==> src/rtl/sine_dds_pkg.sv <==
// Shared constants and elaboration-time helpers for the multi-channel sine DDS generator.
package sine_dds_pkg;

  function automatic int unsigned mid_val(int unsigned data_w);
    return 32'd1 << (data_w - 1);
  endfunction

  // One full sine period: round(MID + (MID-1) * sin(2*pi*k/DEPTH)); all entries are positive.
  function automatic int lut_entry(int unsigned k, int unsigned data_w, int unsigned addr_w);
    real mid;
    real ang;
    mid = real'(mid_val(data_w));
    ang = 2.0 * 3.14159265358979323846 * real'(k) / real'(32'd1 << addr_w);
    return $rtoi(mid + (mid - 1.0) * $sin(ang) + 0.5);
  endfunction

  function automatic int unsigned ch_sel_w(int unsigned num_ch);
    return (num_ch > 1) ? $clog2(num_ch) : 1;
  endfunction

endpackage

==> src/rtl/sine_lut_rom.sv <==
// Full-period sine table with a single registered read port; contents fixed at elaboration.
module sine_lut_rom import sine_dds_pkg::*; #(
  parameter int unsigned DATA_W = 8,
  parameter int unsigned ADDR_W = 4
) (
  input  logic              clk,
  input  logic              rst_n,
  input  logic              en,
  input  logic [ADDR_W-1:0] addr,
  output logic [DATA_W-1:0] data
);

  localparam int unsigned DEPTH = 32'd1 << ADDR_W;
  localparam logic [DATA_W-1:0] MID = DATA_W'(mid_val(DATA_W));

  logic [DATA_W-1:0] lut_rom [DEPTH];
  logic [DATA_W-1:0] data_q;

  for (genvar k = 0; k < DEPTH; k++) begin : g_lut
    assign lut_rom[k] = DATA_W'(lut_entry(k, DATA_W, ADDR_W));
  end

  always_ff @(posedge clk or negedge rst_n) begin
    if (!rst_n) begin
      data_q <= MID;
    end else if (en) begin
      data_q <= lut_rom[addr];
    end
  end

  assign data = data_q;

endmodule

==> src/rtl/sine_dds_gen.sv <==
// Multi-channel sine DDS: shared phase accumulator, per-channel phase offset and
// amplitude shift, reconfigured through a single shadow register at accumulator wrap.
module sine_dds_gen import sine_dds_pkg::*; #(
  parameter int unsigned DATA_W  = 8,
  parameter int unsigned ADDR_W  = 4,
  parameter int unsigned PHASE_W = 8,
  parameter int unsigned NUM_CH  = 2
) (
  input  logic                         clk,
  input  logic                         rst_n,
  input  logic                         en,
  input  logic [PHASE_W-1:0]           ftw,
  input  logic                         cfg_valid,
  output logic                         cfg_ready,
  input  logic [ch_sel_w(NUM_CH)-1:0]  cfg_ch,
  input  logic [ADDR_W-1:0]            cfg_phase,
  input  logic [2:0]                   cfg_shift,
  output logic [NUM_CH*DATA_W-1:0]     sample_out,
  output logic                         sample_valid,
  output logic                         wrap
);

  localparam int unsigned CH_W = ch_sel_w(NUM_CH);
  localparam logic [DATA_W-1:0] MID = DATA_W'(mid_val(DATA_W));

  logic [PHASE_W-1:0] acc_q;
  logic [PHASE_W:0]   sum;
  logic               wrap_q;
  logic               v1_q;
  logic               valid_q;

  logic               pend_q;
  logic [CH_W-1:0]    pend_ch_q;
  logic [ADDR_W-1:0]  pend_phase_q;
  logic [2:0]         pend_shift_q;
  logic               accept;
  logic               apply;

  logic [ADDR_W-1:0]  phase_off_q [NUM_CH];
  logic [2:0]         shift_q     [NUM_CH];

  assign sum = {1'b0, acc_q} + {1'b0, ftw};

  always_ff @(posedge clk or negedge rst_n) begin
    if (!rst_n) begin
      acc_q   <= '0;
      wrap_q  <= 1'b0;
      v1_q    <= 1'b0;
      valid_q <= 1'b0;
    end else begin
      wrap_q  <= en & sum[PHASE_W];
      v1_q    <= en;
      valid_q <= v1_q;
      if (en) begin
        acc_q <= sum[PHASE_W-1:0];
      end
    end
  end

  assign cfg_ready = ~pend_q;
  assign accept    = cfg_valid & ~pend_q;
  // While stopped there is no wrap to wait for, so apply straight away.
  assign apply     = pend_q & (wrap_q | ~en);

  always_ff @(posedge clk or negedge rst_n) begin
    if (!rst_n) begin
      pend_q       <= 1'b0;
      pend_ch_q    <= '0;
      pend_phase_q <= '0;
      pend_shift_q <= '0;
    end else if (accept) begin
      pend_q       <= 1'b1;
      pend_ch_q    <= cfg_ch;
      pend_phase_q <= cfg_phase;
      pend_shift_q <= cfg_shift;
    end else if (apply) begin
      pend_q <= 1'b0;
    end
  end

  // A channel number with no matching channel clears the shadow without touching anything.
  always_ff @(posedge clk or negedge rst_n) begin
    if (!rst_n) begin
      for (int unsigned c = 0; c < NUM_CH; c++) begin
        phase_off_q[c] <= '0;
        shift_q[c]     <= '0;
      end
    end else if (apply) begin
      for (int unsigned c = 0; c < NUM_CH; c++) begin
        if (pend_ch_q == CH_W'(c)) begin
          phase_off_q[c] <= pend_phase_q;
          shift_q[c]     <= pend_shift_q;
        end
      end
    end
  end

  for (genvar c = 0; c < NUM_CH; c++) begin : g_ch
    logic [ADDR_W-1:0]      idx;
    logic [DATA_W-1:0]      lut_data;
    logic signed [DATA_W:0] diff;
    logic signed [DATA_W:0] scaled;
    logic [DATA_W-1:0]      sample_q;

    assign idx = acc_q[PHASE_W-1 -: ADDR_W] + phase_off_q[c];

    sine_lut_rom #(
      .DATA_W (DATA_W),
      .ADDR_W (ADDR_W)
    ) u_rom (
      .clk   (clk),
      .rst_n (rst_n),
      .en    (en),
      .addr  (idx),
      .data  (lut_data)
    );

    assign diff   = $signed({1'b0, lut_data}) - $signed({1'b0, MID});
    assign scaled = diff >>> shift_q[c];

    always_ff @(posedge clk or negedge rst_n) begin
      if (!rst_n) begin
        sample_q <= MID;
      end else if (v1_q) begin
        sample_q <= MID + DATA_W'(scaled);
      end
    end

    assign sample_out[c*DATA_W +: DATA_W] = sample_q;
  end

  assign sample_valid = valid_q;
  assign wrap         = wrap_q;

endmodule

==> config.mk <==
export PLATFORM = sky130hd
export DESIGN_NAME = sine_dds_gen
export DESIGN_NICKNAME = d
export VERILOG_FILES = /design/src/rtl/sine_dds_pkg.sv /design/src/rtl/sine_lut_rom.sv /design/src/rtl/sine_dds_gen.sv
export SDC_FILE = /design/constraint.sdc
export NUM_CORES = 1
export LEC_CHECK = 0
export CORE_ASPECT_RATIO = 0.7
export CORE_MARGIN = 3
export CORE_UTILIZATION = 60
export DETAILED_ROUTE_END_ITERATION = 8
export DONT_BUFFER_PORTS = 1
export GPL_ROUTABILITY_DRIVEN = 1
export PLACE_DENSITY = 0.72
export SLEW_MARGIN = 25
export SYNTH_ARGS = -nofsm -noshare
export SYNTH_HDL_FRONTEND = slang
export SYNTH_HIERARCHICAL = 1
export SYNTH_SLANG_ARGS = --single-unit
==> constraint.sdc <==
create_clock -name clk -period 4.23 [get_ports clk]
set_clock_uncertainty 0.05 [all_clocks]
set_input_delay 0.2115 -clock clk [delete_from_list [all_inputs] [get_ports clk]]
set_output_delay 0.2115 -clock clk [all_outputs]
set_load 0.01 [all_outputs]
==> qor.yml, run 1 <==
sta:
  slew_headroom_pct: 39.07
  slew_viol_final: 0
  setup_viol: 0
  tns_ns: 0
  finalHoldViolCount: 0
  worst_pin_slew_ns: 0.9075
  fmax_mhz: 391.4
  fin_crit_ns: 2.555
  min_period_over_period_pct: 60.40
  rsz0062_at_grt: "false"
yosys:
  synth.distinct_cells: 39
  synth-seq-area-share_pct: 43.74
  ys.flop_type: "dfrtp_1"
  yosysWarnings: 6
  syn_nets: 398
  synth_edf_count: 0
  syn_avg_cell_area_um2: 10.85
  syn-cell-area_um2: 3787
  ys_ff_latch: 66
  syn_inst: 349
  synth_async_sr_flop_share_pct: 100.0
clock_network:
  clk_pin_slew_ns: 0.08
  clock_latency_ns: 0.34
  root_buffer: "clkbuf_8"
  cts.sinks: 66
  cts_tree: "built"
  cts_buffers: 9
  cts.htree.levels: 3
  cts_buffer_depth: 2
die:
  start_util_pct: 64.20
  rows: 23
  die_height_um: 72.47
  die_area_um2: 7317
  pin_count: 39
  die_x_um: 101.0
  core-area_um2: 5899
detailed_routing:
  drt-wirelength-per-cell_um: 17.27
  vias: 2565
  routed_wl_um: 7566
  ant_nets: 0
  drtIter0Drc: 188
  via_per_inst: 5.856
  firstDrtPassIters: 4
  route.detailed.drc: 0
global_routing:
  grt_pass1_wl_um: 12440
  met1_usage_pct: 33.48
  grt_pass1_vias: 2416
  overflow: 0
  grt.busiest_layer: "met1"
  grt_usage_pct: 22.22
  grt_max_degree: 67
  grt_use_met2_pct: 31.95
  antenna_found_initial: 0
  gr-usage-met3_pct: 6.628
setup_path:
  critPathCaptureType: "flip-flop"
  worstPathArrival_ns: 2.72
  cp_max_fo: 11
  cp-start-kind: "flip-flop"
  critPathRequiredTime_ns: 4.40
  worstSetupPathType: "flip-flop to flip-flop"
layout:
  layout_commonest_cell: "dfrtp_1"
  syn_to_final_growth_pct: 10.31
  drive_gt1_share_pct: 17.63
  nets: 407
  n_antenna_cell: 0
  mostFrequentLayoutCells: "dfrtp_1, inv_1, a21oi_1, mux2_2, ha_1"
place:
  gp_congestion: 0.8040
  io_buffers: 0
  hpwl_um: 5194
run:
  drv_cap: 0
status:
  status: "complete, no violations"
min_path:
  hold_path.class: "input port to flip-flop"
[Yosys cell counts, types with 2 or more instances]
master | n | area share, %
xnor2_1 | 5 | 1.2
a211oi_1 | 7 | 1.4
inv_1 | 35 | 3.5
o21a_1 | 5 | 0.99
mux2_2 | 26 | 7.7
o21bai_1 | 2 | 0.40
a21oi_1 | 30 | 4.0
nand2_1 | 18 | 1.8
o22ai_1 | 6 | 0.99
nand2b_1 | 2 | 0.33
mux4_2 | 10 | 5.9
o211ai_1 | 3 | 0.59
buf_6 | 2 | 0.59
o221ai_1 | 4 | 0.92
clkbuf_1 | 5 | 0.50
buf_2 | 7 | 0.92
nor2_2 | 2 | 0.33
xor2_1 | 4 | 0.92
mux2i_1 | 8 | 2.1
a211o_1 | 2 | 0.46
a21o_1 | 4 | 0.79
a31oi_1 | 4 | 0.66
o21ai_0 | 19 | 2.5
ha_1 | 26 | 8.6
fa_1 | 3 | 1.6
nor2_1 | 23 | 2.3
dfstp_2 | 4 | 2.8
nor2b_1 | 9 | 1.5
dfrtp_1 | 62 | 41
o31ai_1 | 3 | 0.59
[state kept, by name, indices dropped and copies added (netlist names)]
name / flops
g_ch.sample_q: 16
g_ch.u_rom/data: 16
acc_q: 8
phase_off_q: 8
shift_q: 6
pend_phase_q: 4
pend_shift_q: 3
pend_ch_q: 1
pend_q: 1
sample_valid: 1
v1_q: 1
wrap: 1
[worst paths after layout]
kind / from / to / slack, ns / cells after the start
max in group asynchronous: rst_n / g_ch[0].u_rom/data[7]$_DFFE_PN1P_ / 3.45 / 2
min in group asynchronous: rst_n / shift_q[0]$_DFFE_PN0P_ / 0.35 / 2
max reg2reg: acc_q[4]$_DFFE_PN0P_ / g_ch[0].u_rom/data[5]$_DFFE_PN0P_ / 1.68 / 7
max: acc_q[4]$_DFFE_PN0P_ / g_ch[0].u_rom/data[5]$_DFFE_PN0P_ / 1.68 / 7
min: en / v1_q$_DFF_PN0_ / 0.03 / 1
min reg2reg: phase_off_q[6]$_DFFE_PN0P_ / phase_off_q[6]$_DFFE_PN0P_ / 0.46 / 1
[per-stage QoR]
| stage | worst slack [ns] | instances | utilization [%] | area [um^2] | hold slack (ns) |
|---|---|---|---|---|---|
| after floorplan | 2.056 | 349 | - | 3787 | -0.1341 |
| after global placement | 1.800 | 410 | 64.50 | 3805 | -0.1320 |
| after detailed placement | 1.701 | 410 | 64.50 | 3805 | -0.1321 |
| after CTS | 1.691 | 438 | 70.82 | 4178 | 0.004925 |
| after global routing | 1.409 | 438 | 70.82 | 4178 | 0.01177 |
| final | 1.675 | 438 | 70.82 | 4178 | 0.03407 |
[critical path, stage by stage, from the launching register on]
cell	delay, ns
dfrtp_1	0.42
ha_1	0.19
inv_1	0.05
fa_1	0.40
xnor2_1	0.70
and2b_2	0.31
a211oi_1	0.21
o22ai_1	0.11
[kinds of logic after synthesis]
logic type | Yosys count | share of synthesized area [%]
buf+inv | 49 | 5.484
flops | 66 | 43.74
mux | 45 | 16.19
compound gates | 92 | 15.06
simple gates | 59 | 7.267
xor+xnor | 9 | 2.081
fa+ha+maj | 29 | 10.18
[final cells by class]
type / count / area (um^2)
timing repair buffer: 12 / 147.6
multi-input combinational: 234 / 1923
sequential: 66 / 1657
inverter: 35 / 131.4
fill: 421 / 1722
clock inverter: 7 / 101.3
tap: 75 / 93.84
clock buffer: 9 / 123.9
[timing repair]
| action | in CTS | in global routing |
|---|---|---|
| buffers inserted | 0 | 0 |
| hold endpoints to repair | 96 | 0 |
| hold buffers | 12 | 0 |
| resized for setup | 0 | 0 |
[layer usage]
layer / share of wire (%) / vias to the layer above
met5: 0 / -
met4: 0.87 / 0
met3: 6.0 / 7
met2: 43 / 73
met1: 50 / 1233
li1: - / 1252
Power of run 1 is left out: the tool's default activity adds up to more than one toggle a clock period on the data nets, which glitch-free logic cannot reach.
==> inputs of run 2 (changes only) <==
--- a/config.mk
+++ b/config.mk
@@ -5,9 +5,10 @@
 export SDC_FILE = /design/constraint.sdc
 export NUM_CORES = 1
 export LEC_CHECK = 0
+export ABC_AREA = 1
 export CORE_ASPECT_RATIO = 0.7
 export CORE_MARGIN = 3
-export CORE_UTILIZATION = 60
+export CORE_UTILIZATION = 58
 export DETAILED_ROUTE_END_ITERATION = 8
 export DONT_BUFFER_PORTS = 1
 export GPL_ROUTABILITY_DRIVEN = 1
==> constraint.sdc (replaced) <==
create_clock -name clk -period 2.17 [get_ports clk]
set_clock_uncertainty 0.05 [all_clocks]
set_input_delay 0.1085 -clock clk [delete_from_list [all_inputs] [get_ports clk]]
set_output_delay 0.1085 -clock clk [all_outputs]
set_load 0.01 [all_outputs]
==> run 2 against run 1 <==
Compared with the run above: wire length grew 11%; worst hold slack gained 0.022 ns; critical path depth grew 3; cell count grew 39%; global-route usage grew 0.61 points.
==> qor.yml, run 2 <==
detailed_routing:
  route.detailed.drc: 0  # unchanged
  drtIter0Drc: 146  # -22%
  ant_nets: 0  # unchanged
  vias: 3184  # +24%
  via_per_inst: 5.237  # -11%
  routed_wl_um: 8420  # +11%
  drt-wirelength-per-cell_um: 13.85  # -20%
  firstDrtPassIters: 5  # +1
clock_network:
  cts_buffers: 9  # unchanged
  cts_tree: "built"
  clk_pin_slew_ns: 0.07  # about the same
  clock_latency_ns: 0.33  # about the same
  cts_buffer_depth: 2  # unchanged
  cts.htree.levels: 3  # unchanged
  root_buffer: "clkbuf_8"
  cts.sinks: 66  # unchanged
yosys:
  ys.flop_type: "dfrtp_1"
  syn-cell-area_um2: 3900  # +3.0%
  ys_ff_latch: 66  # unchanged
  synth.most_common_cell: "nand2_1"
  yosysWarnings: 6  # unchanged
  syn_avg_cell_area_um2: 7.927  # -27%
  synth_async_sr_flop_share_pct: 100.0  # unchanged
  synth.distinct_cells: 34  # -13%
  synth.area.top_cells: "dfrtp_1, nand2_1, ha_1"
  yosys.area.top_type_share_pct: 39.78  # -1.2 points
  synth-seq-area-share_pct: 42.48  # -1.3 points
  syn_nets: 541  # +36%
  synth_common_cells: "nand2_1, dfrtp_1, inv_1"
  synth_edf_count: 0  # unchanged
  yosysTopAreaCell: "dfrtp_1"
  syn_inst: 492  # +41%
setup_path:
  critPathCaptureType: "flip-flop"
  cp-start-kind: "flip-flop"
  worstPathArrival_ns: 2.21  # -0.51 ns
  cp_max_fo: 5  # -6
  critPathRequiredTime_ns: 2.34  # -2.06 ns
  worstSetupPathType: "flip-flop to flip-flop"
layout:
  nFillCells: 529  # +26%
  final_util_pct: 68.46  # -2.4 points
  n_antenna_cell: 0  # unchanged
  multi_input_area_um2: 1929  # +0.33%
  final_area_um2: 4358  # +4.3%
  seq_area_um2: 1657  # unchanged
  layout_commonest_cell: "nand2_1"
  mostFrequentLayoutCells: "nand2_1, dfrtp_1, inv_1, nor2_1, a21oi_1"
  nets: 561  # +38%
  drive_gt1_share_pct: 12.57  # -5.1 points
  syn_to_final_growth_pct: 11.74
place:
  dpl_cell_area_um2: 3966  # +4.2%
  io_buffers: 0  # unchanged
  hpwl_um: 5863  # +13%
  gp_congestion: 0.8488  # +5.6%
  dpl_worst_slack_ns: 0.1327  # -1.568 ns
die:
  start_util_pct: 61.26  # -2.9 points
  die_area_um2: 7760  # +6.1%
  rows: 24  # +4.3%
  die_x_um: 104.0  # +3.0%
  die_height_um: 74.61  # +2.9%
  pin_count: 39  # unchanged
  core-area_um2: 6366  # +7.9%
global_routing:
  grt_pass1_vias: 2951  # +22%
  overflow: 0  # unchanged
  grt_usage_pct: 22.83  # +0.61 points
  grt_pass1_wl_um: 14080  # +13%
  antenna_found_initial: 0  # unchanged
  grt_max_degree: 67  # unchanged
run:
  drv_cap: 0  # unchanged
sta:
  finalHoldViolCount: 0  # unchanged
  slew_headroom_pct: 60.90  # +22 points
  setup_viol: 0  # unchanged
  fin_ws_ns: 0.1297  # -1.546 ns
  fmax_mhz: 490.1  # +25%
  hold_ws_ns: 0.05654  # +0.02247 ns
  slew_viol_final: 0  # unchanged
  min_period_over_period_pct: 94.02  # +34 points
  fin_crit_ns: 2.040  # -0.5145 ns
  worst_pin_slew_ns: 0.5850  # -0.3225 ns
min_path:
  hold_path.class: "input port to flip-flop"
status:
  status: "complete, no violations"
[run 2: cell count changes after synthesis, moves of 8 or more]
| cell | change |
|---|---|
| nand3_1 | +30 |
| mux2_2 | -26 |
| nor2b_1 | -9 |
| mux2i_1 | -8 |
| o21ai_2 | +14 |
| inv_1 | +10 |
| o21ai_1 | +11 |
| mux4_2 | -10 |
| nand2_1 | +143 |
| nor2_1 | +14 |
[run 2: final timing paths]
| path | depth (start not counted) | end | slack (ns) | from |
|---|---|---|---|---|
| max | 10 | g_ch[0].u_rom/data[2]$_DFFE_PN0P_ | 0.13 | acc_q[4]$_DFFE_PN0P_ |
| min | 3 | acc_q[1]$_DFFE_PN0P_ | 0.06 | ftw[1] |
| max reg2reg | 10 | g_ch[0].u_rom/data[2]$_DFFE_PN0P_ | 0.13 | acc_q[4]$_DFFE_PN0P_ |
| min reg2reg | 2 | phase_off_q[0]$_DFFE_PN0P_ | 0.44 | phase_off_q[0]$_DFFE_PN0P_ |
| max in group asynchronous | 2 | g_ch[1].u_rom/data[7]$_DFFE_PN1P_ | 1.51 | rst_n |
| min in group asynchronous | 2 | g_ch[0].u_rom/data[4]$_DFFE_PN0P_ | 0.25 | rst_n |
[run 2: metrics by stage]
stage | TNS [ns] | instances
final | 0 | 608
after global routing | -0.002687 | 608
after CTS | 0 | 607
after detailed placement | 0 | 578
after global placement | 0 | 578
after floorplan | 0 | 492
[run 2: kinds of logic (layout without fill, tap and decap cells)]
logic type,Yosys count,in the layout,synth area share (%)
flip-flops,66,66,42.48
XOR/XNOR,6,6,1.347
buffers and inverters,67,92,8.053
adder cells (fa/ha/maj),29,29,9.881
AND/OR/NAND/NOR,243,243,25.89
AO/OA/AOI/OAI,81,81,12.35
[run 2: what timing repair did]
item	in CTS	in global routing
buffers inserted	0	1
setup endpoints to repair	0	1
endpoints found under the hold margin	100	0
hold buffers	13	0
resized for setup	0	1
[run 2: final cells by class]
| type | count | area share [%] |
|---|---|---|
| Clock buffer | 9 | 2.842 |
| Sequential cell | 66 | 38.01 |
| Clock inverter | 7 | 2.354 |
| Tap cell | 91 | 2.613 |
| Timing Repair Buffer | 21 | 4.996 |
| Multi-Input combinational cell | 359 | 44.27 |
| Inverter | 55 | 4.910 |
[run 2: routing by layer]
layer	global-route usage, %	up-vias	wire, um
met5	0	-	0
met1	31.84	1477	4111
met2	36.50	86	3808
met3	5.551	6	444
met4	5.900	0	56
li1	-	1615	-
[run 2: worst max-delay path: stages, from the launching register on]
cell     delay [ns]
dfrtp_1        0.42
ha_1           0.23
inv_1          0.07
fa_1           0.42
inv_2          0.11
inv_1          0.08
ha_1           0.27
nand2_1        0.07
nand3_1        0.08
nand3_1        0.10
nand2_1        0.05
Power of run 2 is left out for the same reason.
==> inputs of run 3 (changes only) <==
--- a/config.mk
+++ b/config.mk
@@ -6,12 +6,14 @@
 export NUM_CORES = 1
 export LEC_CHECK = 0
 export ABC_AREA = 1
+export CAP_MARGIN = 20
 export CORE_ASPECT_RATIO = 0.7
 export CORE_MARGIN = 3
-export CORE_UTILIZATION = 58
+export CORE_UTILIZATION = 60
 export DETAILED_ROUTE_END_ITERATION = 8
 export DONT_BUFFER_PORTS = 1
 export GPL_ROUTABILITY_DRIVEN = 1
+export GPL_TIMING_DRIVEN = 0
 export PLACE_DENSITY = 0.72
 export SLEW_MARGIN = 25
 export SYNTH_ARGS = -nofsm -noshare
==> constraint.sdc (replaced) <==
create_clock -name clk -period 2.2 [get_ports clk]
set_clock_uncertainty 0.05 [all_clocks]
set_input_delay 0.11 -clock clk [delete_from_list [all_inputs] [get_ports clk]]
set_output_delay 0.11 -clock clk [all_outputs]
set_load 0.01 [all_outputs]
==> run 3 against run 2 <==
Compared with the run above: count of clock-buffer cells in the layout unchanged; cell count decreased by 1.6%; via count increased by 0.97%; global-route usage increased by 0.77 points; die area decreased by 3.1%; wire length decreased by 4.2%; setup slack got worse by 0.064 ns.
==> qor.yml, run 3 (same netlist as run 2, synthesis figures left out) <==
layout:
  n_antenna_cell: 0  # unchanged
  mostFrequentLayoutCells: "nand2_1, dfrtp_1, inv_1, nor2_1, a21oi_1"
  final_util_pct: 73.31  # +4.9 points
  syn_to_final_growth_pct: 13.06
  layout_commonest_cell: "nand2_1"
  finalNonFillerCells: 598  # -1.6%
  nets: 567  # +1.1%
  drive_gt1_share_pct: 14.34  # +1.8 points
clock_network:
  clk_pin_slew_ns: 0.08  # about the same
  clock_latency_ns: 0.35  # +0.02 ns
  cts.htree.levels: 3  # unchanged
  cts_buffers: 9  # unchanged
  cts.sinks: 66  # unchanged
  root_buffer: "clkbuf_8"
  cts_buffer_depth: 2  # unchanged
  cts_tree: "built"
sta:
  finalHoldViolCount: 0  # unchanged
  fmax_mhz: 468.5  # -4.4%
  fin_crit_ns: 2.135  # +0.09437 ns
  fin_ws_ns: 0.06535  # -0.06437 ns
  slew_viol_final: 0  # unchanged
  worst_pin_slew_ns: 0.4987  # -0.08635 ns
  min_period_over_period_pct: 97.03  # +3.0 points
  setup_viol: 0  # unchanged
  tns_ns: 0  # unchanged
  slew_headroom_pct: 66.65  # +5.7 points
setup_path:
  worstPathArrival_ns: 2.33  # +0.12 ns
  critPathCaptureType: "flip-flop"
  critPathRequiredTime_ns: 2.40  # +0.06 ns
  worstSetupPathType: "flip-flop to flip-flop"
  cp-start-kind: "flip-flop"
  cp_max_fo: 5  # unchanged
die:
  die_height_um: 73.46  # -1.5%
  die_area_um2: 7519  # -3.1%
  core-area_um2: 6015  # -5.5%
  pin_count: 39  # unchanged
  start_util_pct: 64.84  # +3.6 points
  rows: 23  # -4.2%
  die_x_um: 102.4  # -1.6%
global_routing:
  grt_usage_pct: 23.60  # +0.77 points
  overflow: 0  # unchanged
  grt_max_degree: 67  # unchanged
  grt_pass1_vias: 2878  # -2.5%
  grt_pass1_wl_um: 13650  # -3.0%
  antenna_found_initial: 0  # unchanged
min_path:
  hold_path.class: "input port to flip-flop"
place:
  gp_congestion: 0.8684  # +2.3%
  dp_cells: 567  # -1.9%
  io_buffers: 0  # unchanged
  dpl_worst_slack_ns: 0.06305  # -0.06960 ns
  hpwl_um: 5814  # -0.85%
detailed_routing:
  vias: 3215  # +0.97%
  via_per_inst: 5.376  # +2.7%
  ant_nets: 0  # unchanged
  drtIter0Drc: 141  # -3.4%
  routed_wl_um: 8069  # -4.2%
  route.detailed.drc: 0  # unchanged
  drt-wirelength-per-cell_um: 13.49  # -2.6%
  firstDrtPassIters: 5  # unchanged
status:
  status: "complete, no violations"
run:
  drv_cap: 0  # unchanged
==> run 3: changes by cell type in the layout (fill, tap and decap cells not counted), sizes merged <==
cell / delta
buf: +6
clkinv: -1
bufinv: +1
==> run 3: layout make-up <==
class / instances / area, um^2
Buffer: 12 / 100.1
Clock buffer: 9 / 123.9
Clock inverter: 7 / 116.4
Fill cell: 461 / 1605
Inverter: 55 / 214.0
Multi-Input combinational cell: 359 / 1944
Sequential cell: 66 / 1657
Tap cell: 75 / 93.84
Timing Repair Buffer: 15 / 160.2
==> run 3: path summary, 6_finish.rpt <==
| path | start | to | slack [ns] | cells past startpoint |
|---|---|---|---|---|
| setup reg to reg | acc_q[5]$_DFFE_PN0P_ | g_ch[0].u_rom/data[6]$_DFFE_PN0P_ | 0.07 | 11 |
| setup / recovery | acc_q[5]$_DFFE_PN0P_ | g_ch[0].u_rom/data[6]$_DFFE_PN0P_ | 0.07 | 11 |
| max in group asynchronous | rst_n | g_ch[1].u_rom/data[7]$_DFFE_PN1P_ | 1.53 | 2 |
| hold reg to reg | v1_q$_DFF_PN0_ | sample_valid$_DFF_PN0_ | 0.35 | 0 |
| hold / removal | ftw[1] | acc_q[1]$_DFFE_PN0P_ | 0.04 | 3 |
| min in group asynchronous | rst_n | g_ch[0].u_rom/data[4]$_DFFE_PN0P_ | 0.25 | 2 |
==> run 3: worst max-delay path, stage by stage, from the launching register on <==
cell,delay [ns]
dfrtp_1,0.48
inv_1,0.15
fa_1,0.58
inv_2,0.06
buf_4,0.13
ha_1,0.18
inv_1,0.07
nand2_1,0.06
nand3_1,0.09
nand2_1,0.07
nand2_1,0.07
nand2_1,0.05
==> run 3: timing repair <==
action | CTS | global route
buffers inserted | 0 | 3
setup endpoints to repair | 0 | 11
resized for setup | 0 | 5
hold buffers | 12 | 0
hold endpoints to repair | 93 | 0
==> run 3: per-stage QoR <==
stage	area (um^2)	hold WS (ns)
final	4409	0.04486
after global routing	4409	0.05930
after global placement	3994	-0.2342
after CTS	4372	0.03195
after floorplan	3900	-0.2356
after detailed placement	3994	-0.2342
==> run 3: routing by layer <==
| metal | vias to the layer above | routed length, um | global-route usage [%] |
|---|---|---|---|
| met1 | 1477 | 4041 | 33.78 |
| met5 | - | 0 | 0 |
| met2 | 100 | 3467 | 35.64 |
| li1 | 1631 | - | - |
| met4 | 0 | 83 | 6.987 |
| met3 | 7 | 477 | 5.882 |
Power of run 3 is left out for the same reason.
